==> src/rtl/lfsr_pkg.sv <==
// Shared constants and helpers for the lfsr_prng generator: maximal-length
// feedback masks (bit i set = state[i] feeds the XOR) and a parameter legality check.
package lfsr_pkg;

  localparam logic [2:0]  TAPS_3  = 3'h6;
  localparam logic [3:0]  TAPS_4  = 4'hC;
  localparam logic [4:0]  TAPS_5  = 5'h14;
  localparam logic [5:0]  TAPS_6  = 6'h30;
  localparam logic [6:0]  TAPS_7  = 7'h60;
  localparam logic [7:0]  TAPS_8  = 8'hB8;
  localparam logic [8:0]  TAPS_9  = 9'h110;
  localparam logic [9:0]  TAPS_10 = 10'h240;
  localparam logic [10:0] TAPS_11 = 11'h500;
  localparam logic [11:0] TAPS_12 = 12'h829;
  localparam logic [12:0] TAPS_13 = 13'h100D;
  localparam logic [13:0] TAPS_14 = 14'h2015;
  localparam logic [14:0] TAPS_15 = 15'h6000;
  localparam logic [15:0] TAPS_16 = 16'hB400;
  localparam logic [16:0] TAPS_17 = 17'h12000;
  localparam logic [17:0] TAPS_18 = 18'h20400;
  localparam logic [18:0] TAPS_19 = 19'h40023;
  localparam logic [19:0] TAPS_20 = 20'h90000;
  localparam logic [20:0] TAPS_21 = 21'h140000;
  localparam logic [21:0] TAPS_22 = 22'h300000;
  localparam logic [22:0] TAPS_23 = 23'h420000;
  localparam logic [23:0] TAPS_24 = 24'hE10000;
  localparam logic [24:0] TAPS_25 = 25'h1200000;
  localparam logic [25:0] TAPS_26 = 26'h2000023;
  localparam logic [26:0] TAPS_27 = 27'h4000013;
  localparam logic [27:0] TAPS_28 = 28'h9000000;
  localparam logic [28:0] TAPS_29 = 29'h14000000;
  localparam logic [29:0] TAPS_30 = 30'h20000029;
  localparam logic [30:0] TAPS_31 = 31'h48000000;
  localparam logic [31:0] TAPS_32 = 32'h80200003;

  // True when the generator parameters describe a usable, lockup-free LFSR.
  function automatic bit lfsr_params_ok(input int width, input logic [31:0] taps,
                                        input logic [31:0] seed, input int out_bits,
                                        input int thresh_w);
    bit ok;
    ok = (width >= 3) && (width <= 32);
    ok = ok && (out_bits >= 1) && (out_bits <= width);
    ok = ok && (thresh_w >= 1) && (thresh_w <= width);
    ok = ok && (seed != 32'd0);
    if (ok) ok = taps[width-1];
    return ok;
  endfunction

endpackage

==> src/rtl/lfsr_step.sv <==
// One combinational Fibonacci LFSR step: shift left, XOR of tapped bits enters at bit 0.
module lfsr_step #(
  parameter int              WIDTH = 16,
  parameter logic [WIDTH-1:0] TAPS = WIDTH'(16'hB400)
) (
  input  logic [WIDTH-1:0] state,
  output logic [WIDTH-1:0] next
);

  logic fb;

  assign fb   = ^(state & TAPS);
  assign next = {state[WIDTH-2:0], fb};

endmodule

==> src/rtl/lfsr_prng.sv <==
// Parametrised multi-bit LFSR PRNG with seed load, zero-seed protection and a
// registered threshold comparator. Define LFSR_PRNG_PERIOD_CHECK_EN to add period measurement.
module lfsr_prng
  import lfsr_pkg::*;
#(
  parameter int               WIDTH     = 16,
  parameter logic [WIDTH-1:0] TAPS      = WIDTH'(16'hB400),
  parameter logic [WIDTH-1:0] INIT_SEED = WIDTH'(16'hACE1),
  parameter int               OUT_BITS  = 1,
  parameter int               THRESH_W  = 8
) (
  input  logic                clk,
  input  logic                rst_n,
  input  logic                en,
  input  logic                seed_load,
  input  logic [WIDTH-1:0]    seed_in,
  input  logic [THRESH_W-1:0] thresh,
  output logic [WIDTH-1:0]    state_o,
  output logic [OUT_BITS-1:0] rand_o,
  output logic                hit_o,
  output logic                zero_seed_o
`ifdef LFSR_PRNG_PERIOD_CHECK_EN
  ,
  output logic [WIDTH-1:0]    period_o,
  output logic                period_vld_o
`endif
);

  if (!lfsr_params_ok(WIDTH, 32'(TAPS), 32'(INIT_SEED), OUT_BITS, THRESH_W)) begin : g_bad_params
    $error("lfsr_prng: illegal WIDTH/TAPS/INIT_SEED/OUT_BITS/THRESH_W combination");
  end

  logic [WIDTH-1:0] state;
  logic [WIDTH-1:0] chain [0:OUT_BITS];
  logic [WIDTH-1:0] load_val;
  logic [WIDTH-1:0] next_state;

  // OUT_BITS single steps chained so the whole advance settles in one cycle.
  assign chain[0] = state;
  for (genvar gi = 0; gi < OUT_BITS; gi++) begin : g_step
    lfsr_step #(.WIDTH(WIDTH), .TAPS(TAPS)) u_step (
      .state (chain[gi]),
      .next  (chain[gi+1])
    );
  end

  // A zero seed would lock the register, so it falls back to INIT_SEED.
  assign load_val = (seed_in != '0) ? seed_in : INIT_SEED;

  always_comb begin
    next_state = state;
    if (seed_load)
      next_state = load_val;
    else if (en)
      next_state = chain[OUT_BITS];
  end

  // NOTE: all state uses non-blocking assignments so every register samples
  // pre-edge values; blocking here would create order-dependent races.
  always_ff @(posedge clk) begin
    if (!rst_n) begin
      state       <= INIT_SEED;
      hit_o       <= 1'b0;
      zero_seed_o <= 1'b0;
    end else begin
      state <= next_state;
      hit_o <= (next_state[THRESH_W-1:0] < thresh);
      if (seed_load)
        zero_seed_o <= (seed_in == '0);
    end
  end

  assign state_o = state;
  assign rand_o  = state[WIDTH-1 -: OUT_BITS];

`ifdef LFSR_PRNG_PERIOD_CHECK_EN
  logic [WIDTH-1:0] start_val;
  logic [WIDTH-1:0] step_cnt;
  logic [WIDTH-1:0] cnt_next;

  assign cnt_next = step_cnt + WIDTH'(OUT_BITS);

  always_ff @(posedge clk) begin
    if (!rst_n || seed_load) begin
      start_val    <= next_state;
      step_cnt     <= '0;
      period_o     <= '0;
      period_vld_o <= 1'b0;
    end else if (en) begin
      if (chain[OUT_BITS] == start_val) begin
        period_o     <= cnt_next;
        period_vld_o <= 1'b1;
        step_cnt     <= '0;
      end else begin
        step_cnt <= cnt_next;
      end
    end
  end
`endif

endmodule

==> config.mk <==
export PLATFORM = sky130hd
export DESIGN_NAME = lfsr_prng
export DESIGN_NICKNAME = d
export VERILOG_FILES = /design/src/rtl/lfsr_pkg.sv /design/src/rtl/lfsr_step.sv /design/src/rtl/lfsr_prng.sv
export SDC_FILE = /design/constraint.sdc
export NUM_CORES = 1
export LEC_CHECK = 0
export ABC_AREA = 1
export BUFFER_PORTS_ARGS = -buffer_cell sky130_fd_sc_hd__buf_2
export CAP_MARGIN = 25
export CORE_MARGIN = 2
export CORE_UTILIZATION = 54
export DETAILED_ROUTE_END_ITERATION = 16
export PLACE_DENSITY = 0.83
export SLEW_MARGIN = 20
export SYNTH_ARGS = -nofsm -noshare
export SYNTH_HDL_FRONTEND = slang
export SYNTH_HIERARCHICAL = 1
export SYNTH_SLANG_ARGS = --single-unit
export TNS_END_PERCENT = 5
==> constraint.sdc <==
create_clock -name clk -period 4.7 [get_ports clk]
set_input_delay 0.94 -clock clk [delete_from_list [all_inputs] [get_ports clk]]
set_output_delay 0.94 -clock clk [all_outputs]
set_load 0.1 [all_outputs]
# [Word-level counts from Yosys, hierarchy flattened]
# Index checks and enable logic that the tools add are counted.
[op_classes] n_mux=3 n_reduce_logical=4 n_lt_le_gt_ge=1
[ops] operator="two-way mux 16 bit" n=3
[ops] operator="zero test 16 bit" n=1
[ops] operator="nonzero test 16 bit" n=1
[ops] operator="XOR reduction 16 bit" n=1
[ops] operator="less-than comparator 8 bit" n=1
[ops] operator="nonzero test 2 bit" n=1
[word_totals] word_cells=12 in_bits=28 out_inout_bits=19 ff_bits=18

# [Logic depth before layout (Yosys ltp)]
[depth] word_depth=4 depth_mapped=15 depth_no_buf=14

# [Hierarchy]
# Netlist, hierarchy kept.
[modules_own_cells] mod="lfsr_prng" n_inst=1 cells_each=174 seq_area_each_um2=360.3 area_each_um2=1179.9
[modules_own_cells] mod="lfsr_step" n_inst=1 cells_each=31 seq_area_each_um2=0.0 area_each_um2=183.9

# [Least setup slack after synthesis]
# Ideal clock, no wire load.
[synth_path] path_type="register to output" start="reg state[15], in the netlist state_o[15]" end="out state_o[15]" stages_incl_launch_ff=2 n_path_buf=1 arrival_time_ns=1.441 slack_ns=2.319 t_required_ns=3.760 cell_sequence="dfxtp_1 > buf_4"
[synth_lines] item="start: declaration" line="lfsr_prng.sv:33" rtl="logic [WIDTH-1:0] state;"
[synth_lines] item="start signal: assignment" line="lfsr_prng.sv:66" rtl="state <= next_state;"
[synth_lines] item="end: declaration" line="lfsr_prng.sv:18" rtl="output logic [WIDTH-1:0] state_o,"
# No word-level cell between the ends.

# [Worst setup path in the final report]
[layout_path] start="in seed_load" end="reg hit_o"
[layout_between] elab_chain_cells=2
[layout_rtl] item="start: declaration" line="lfsr_prng.sv:15" rtl="input logic seed_load,"
[layout_rtl] item="two-way mux 16 bit" line="lfsr_prng.sv:52" rtl="if (seed_load)"
[layout_rtl] item="via next_state[5]" line="lfsr_prng.sv:36" rtl="logic [WIDTH-1:0] next_state;"
[layout_rtl] item="less-than comparator 8 bit" line="lfsr_prng.sv:67" rtl="hit_o <= (next_state[THRESH_W-1:0] < thresh);"
[layout_rtl] item="end signal: assignment" line="lfsr_prng.sv:67"
[layout_rtl] item="end: declaration" line="lfsr_prng.sv:20" rtl="output logic hit_o,"
# The timed path passes the listed nets, and every way through them passes these cells.
# A chain may end at the register's enable or synchronous reset.

==> key figures <==
Run status
  – Status: complete, no violations

Yosys
  – Synthesized netlist cell count: ~200
  – Top cells by area, synth: dfxtp_1 26%, buf_4 18%, nand2_1 12%, nand3_1 6.6%, ha_1 6.4%
  – Syn Std Cell Area: around 1400 µm²
  – YS warnings: 6
  – Number of synthesized flops with an enable pin: 0
  – Seq/Total Area, Yosys: 0.2642
  – Yosys reg bits: 18
  – Distinct cells, synth: 24
  – Syn nets: 240
  – Synth area leader: dfxtp_1
  – Syn Area/Cell: between 6 and 7 µm²
  – Top post-synthesis cells by count: 44 x nand2_1, 32 x buf_4, 23 x nor2_1
  – Async SR Flop Fraction: 0
  – Top-count cell post-synth: nand2_1
  – Main synth FF type: dfxtp_1
  – Top-area cell type share of the netlist area: 0.2642

Drt
  – Routed Antenna Nets: 0
  – 1st-pass router iterations: 4
  – Via count: around 1,200
  – Via density: 5.016
  – Routed len/inst: 10.50 µm
  – Post-route DRC violation count: 0
  – First DRT Iteration DRCs: 27
  – Final wirelength: between 2000 and 3000 µm

CTS
  – Num CTS Buffers: 3
  – Post-CTS Setup Bufs: 0
  – Clock slew at reported path FFs: approximately 0.11 ns
  – Cts hold-fix bufs: 0
  – Clk Latency, worst-skew pair: 0.29 ns
  – CTS tree: built
  – CTS max path bufs: 2
  – # H-tree levels: 1
  – # clock sinks: 18
  – Cts repair resizes: 0
  – Clk root buf: clkbuf_4

Worst setup path
  – Startpoint Class: input port
  – CP max FO: 19
  – Top delay family on crit path: compound AO/OA/AOI/OAI gates
  – CP most frequent cell: o21ai_0
  – Arr. time, crit path: between 2 and 3 ns
  – CP cell instances: buf_2, inv_2, o21ai_0, o21ai_0, nor2_1, inv_1, ha_1, a21oi_1, o211ai_1, a21oi_2
  – Buffers & Inverters on Critical Path: 3
  – Worst path required time: ~4.9 ns
  – Crit Path Category: in -> reg
  – CP max stage delay: about 0.3 ns
  – Critical path endpoint category: register
  – CP max-delay cell: buf_2
  – Worst reg2reg setup slack: about 3.2 ns

Global routing
  – Met3 Use GR: 0.01639
  – Overflow after GRT: 0
  – Grt met2 use: 0.3313
  – Initial antenna violation count: 0
  – Largest net degree at the start of global routing: 20
  – Met1 usage: 0.2407
  – First-pass GRT wire length: approximately 4200 µm
  – Gr busiest metal: met2
  – Tot GR Track Use: 0.1901
  – Vias in the first global route: ~1,100

Floorplanning
  – Full die area: about 3000 µm²
  – Starting Density: 0.5607
  – Die X: between 50 and 60 µm
  – IO Count: 47
  – Row count: 18
  – Die Span Y: 54.26 µm
  – Core ar.: between 2000 and 2500 µm²

Place
  – DP HPWL: between 1500 and 2000 µm
  – PortBufs: 46
  – RD Place Congestion: ~0.85

Final layout
  – N_diodes: 0
  – Nets@finish: 253
  – Final core utilization: 0.5730
  – Footprint of the multi-input gates: 636.9 µm²
  – # fillers: 252
  – Register area: between 300 and 400 µm²
  – Layout cell share with drive strength beyond 1: 0.2581
  – P&R area growth vs syn: 2.202%

Timing
  – Hold Worst Slack: approximately 0.48 ns
  – Maximum clock rate: 432.5 MHz
  – Relative slew slack: 0.6827
  – Final period util: 0.4919
  – Final Slew Violations: 0
  – Finish-stage setup viols: 0
  – Worst-Margin Slew: 0.4743 ns
  – Clock Skews: ~0.0047 ns
  – Setup TNS: 0 ns
  – RSZ-0062 raised after global routing: false
  – Shortest period the worst path allows: between 2 and 2.5 ns
  – Final hold viol count: 0

Min path
  – Min-delay worst type: reg -> reg

Pwr
  – Leakage: between 0.0007 and 0.0008 µW
  – VDD IR-drop max: about 0.16 mV
  – Total power: between 400 and 500 µW
  – Power per cell area: between 300 and 400 nW/µm²

Run
  – Maxcap violations: 0
==> per-stage QoR <==
stage	area (µm²)	setup WS (ns)	std cells
after floorplan	1364	2.319	205
after global placement	1358	2.177	243
after detailed placement	1358	2.079	243
after CTS	1394	2.394	247
after global routing	1394	2.184	247
final	1394	2.388	247
==> worst min-delay path, cell delays in order (launching register included) <==
cell     delay [ns]
dfxtp_1        0.33
nand2_1        0.06
a21oi_1        0.06
==> power breakdown <==
part           internal, µW  switching, µW  total (µW)  leakage, µW
clock network          47.2           49.2        96.4    0.0000210
logic                  41.4            136         177     0.000612
registers               164           10.2         174     0.000150
total                   253            195         448     0.000783
==> sequential cells by signal (all words and copies together) (netlist names) <==
name	flops
zero_seed_o	1
hit_o	1
state_o	16
==> cell usage in the layout (no fill, tap or decap), types with 3 or more instances in the layout <==
master / count
buf_2: 46
nand2_1: 44
nor2_1: 23
inv_1: 22
nand3_1: 18
dfxtp_1: 18
a21oi_1: 12
ha_1: 7
o21ai_0: 5
a221oi_1: 4
and2_1: 4
clkbuf_4: 3
==> area by class of cell <==
| cell class | count | area share |
|---|---|---|
| timing repair buffer | 46 | 0.1652 |
| tap | 30 | 0.02693 |
| multi-input combinational | 125 | 0.4569 |
| clock buffer | 4 | 0.02603 |
| sequential | 18 | 0.2585 |
| inverter | 24 | 0.06643 |
==> logic make-up after synthesis <==
family          share of synthesized area
fa+ha+maj                         0.06422
compound gates                     0.1037
flops                              0.2642
simple gates                       0.2853
mux                              0.007340
xor+xnor                         0.006423
buf+inv                            0.2688
==> worst paths after layout <==
path,startpoint,endpoint,depth (start not counted)
worst min-delay path,zero_seed_o$_SDFFE_PN0P_,zero_seed_o$_SDFFE_PN0P_,2
worst max register to register,state_o[10]$_SDFFE_PN1P_,hit_o$_SDFF_PN0_,14
worst min register to register,zero_seed_o$_SDFFE_PN0P_,zero_seed_o$_SDFFE_PN0P_,2
worst max-delay path,seed_load,hit_o$_SDFF_PN0_,10
==> metal layers <==
metal  share of wire  wire length, µm
met1            0.46             1206
met2            0.46             1198
met3           0.051              133
met4           0.021               55
met5               0                0
Power figures use the tool's default switching activity.
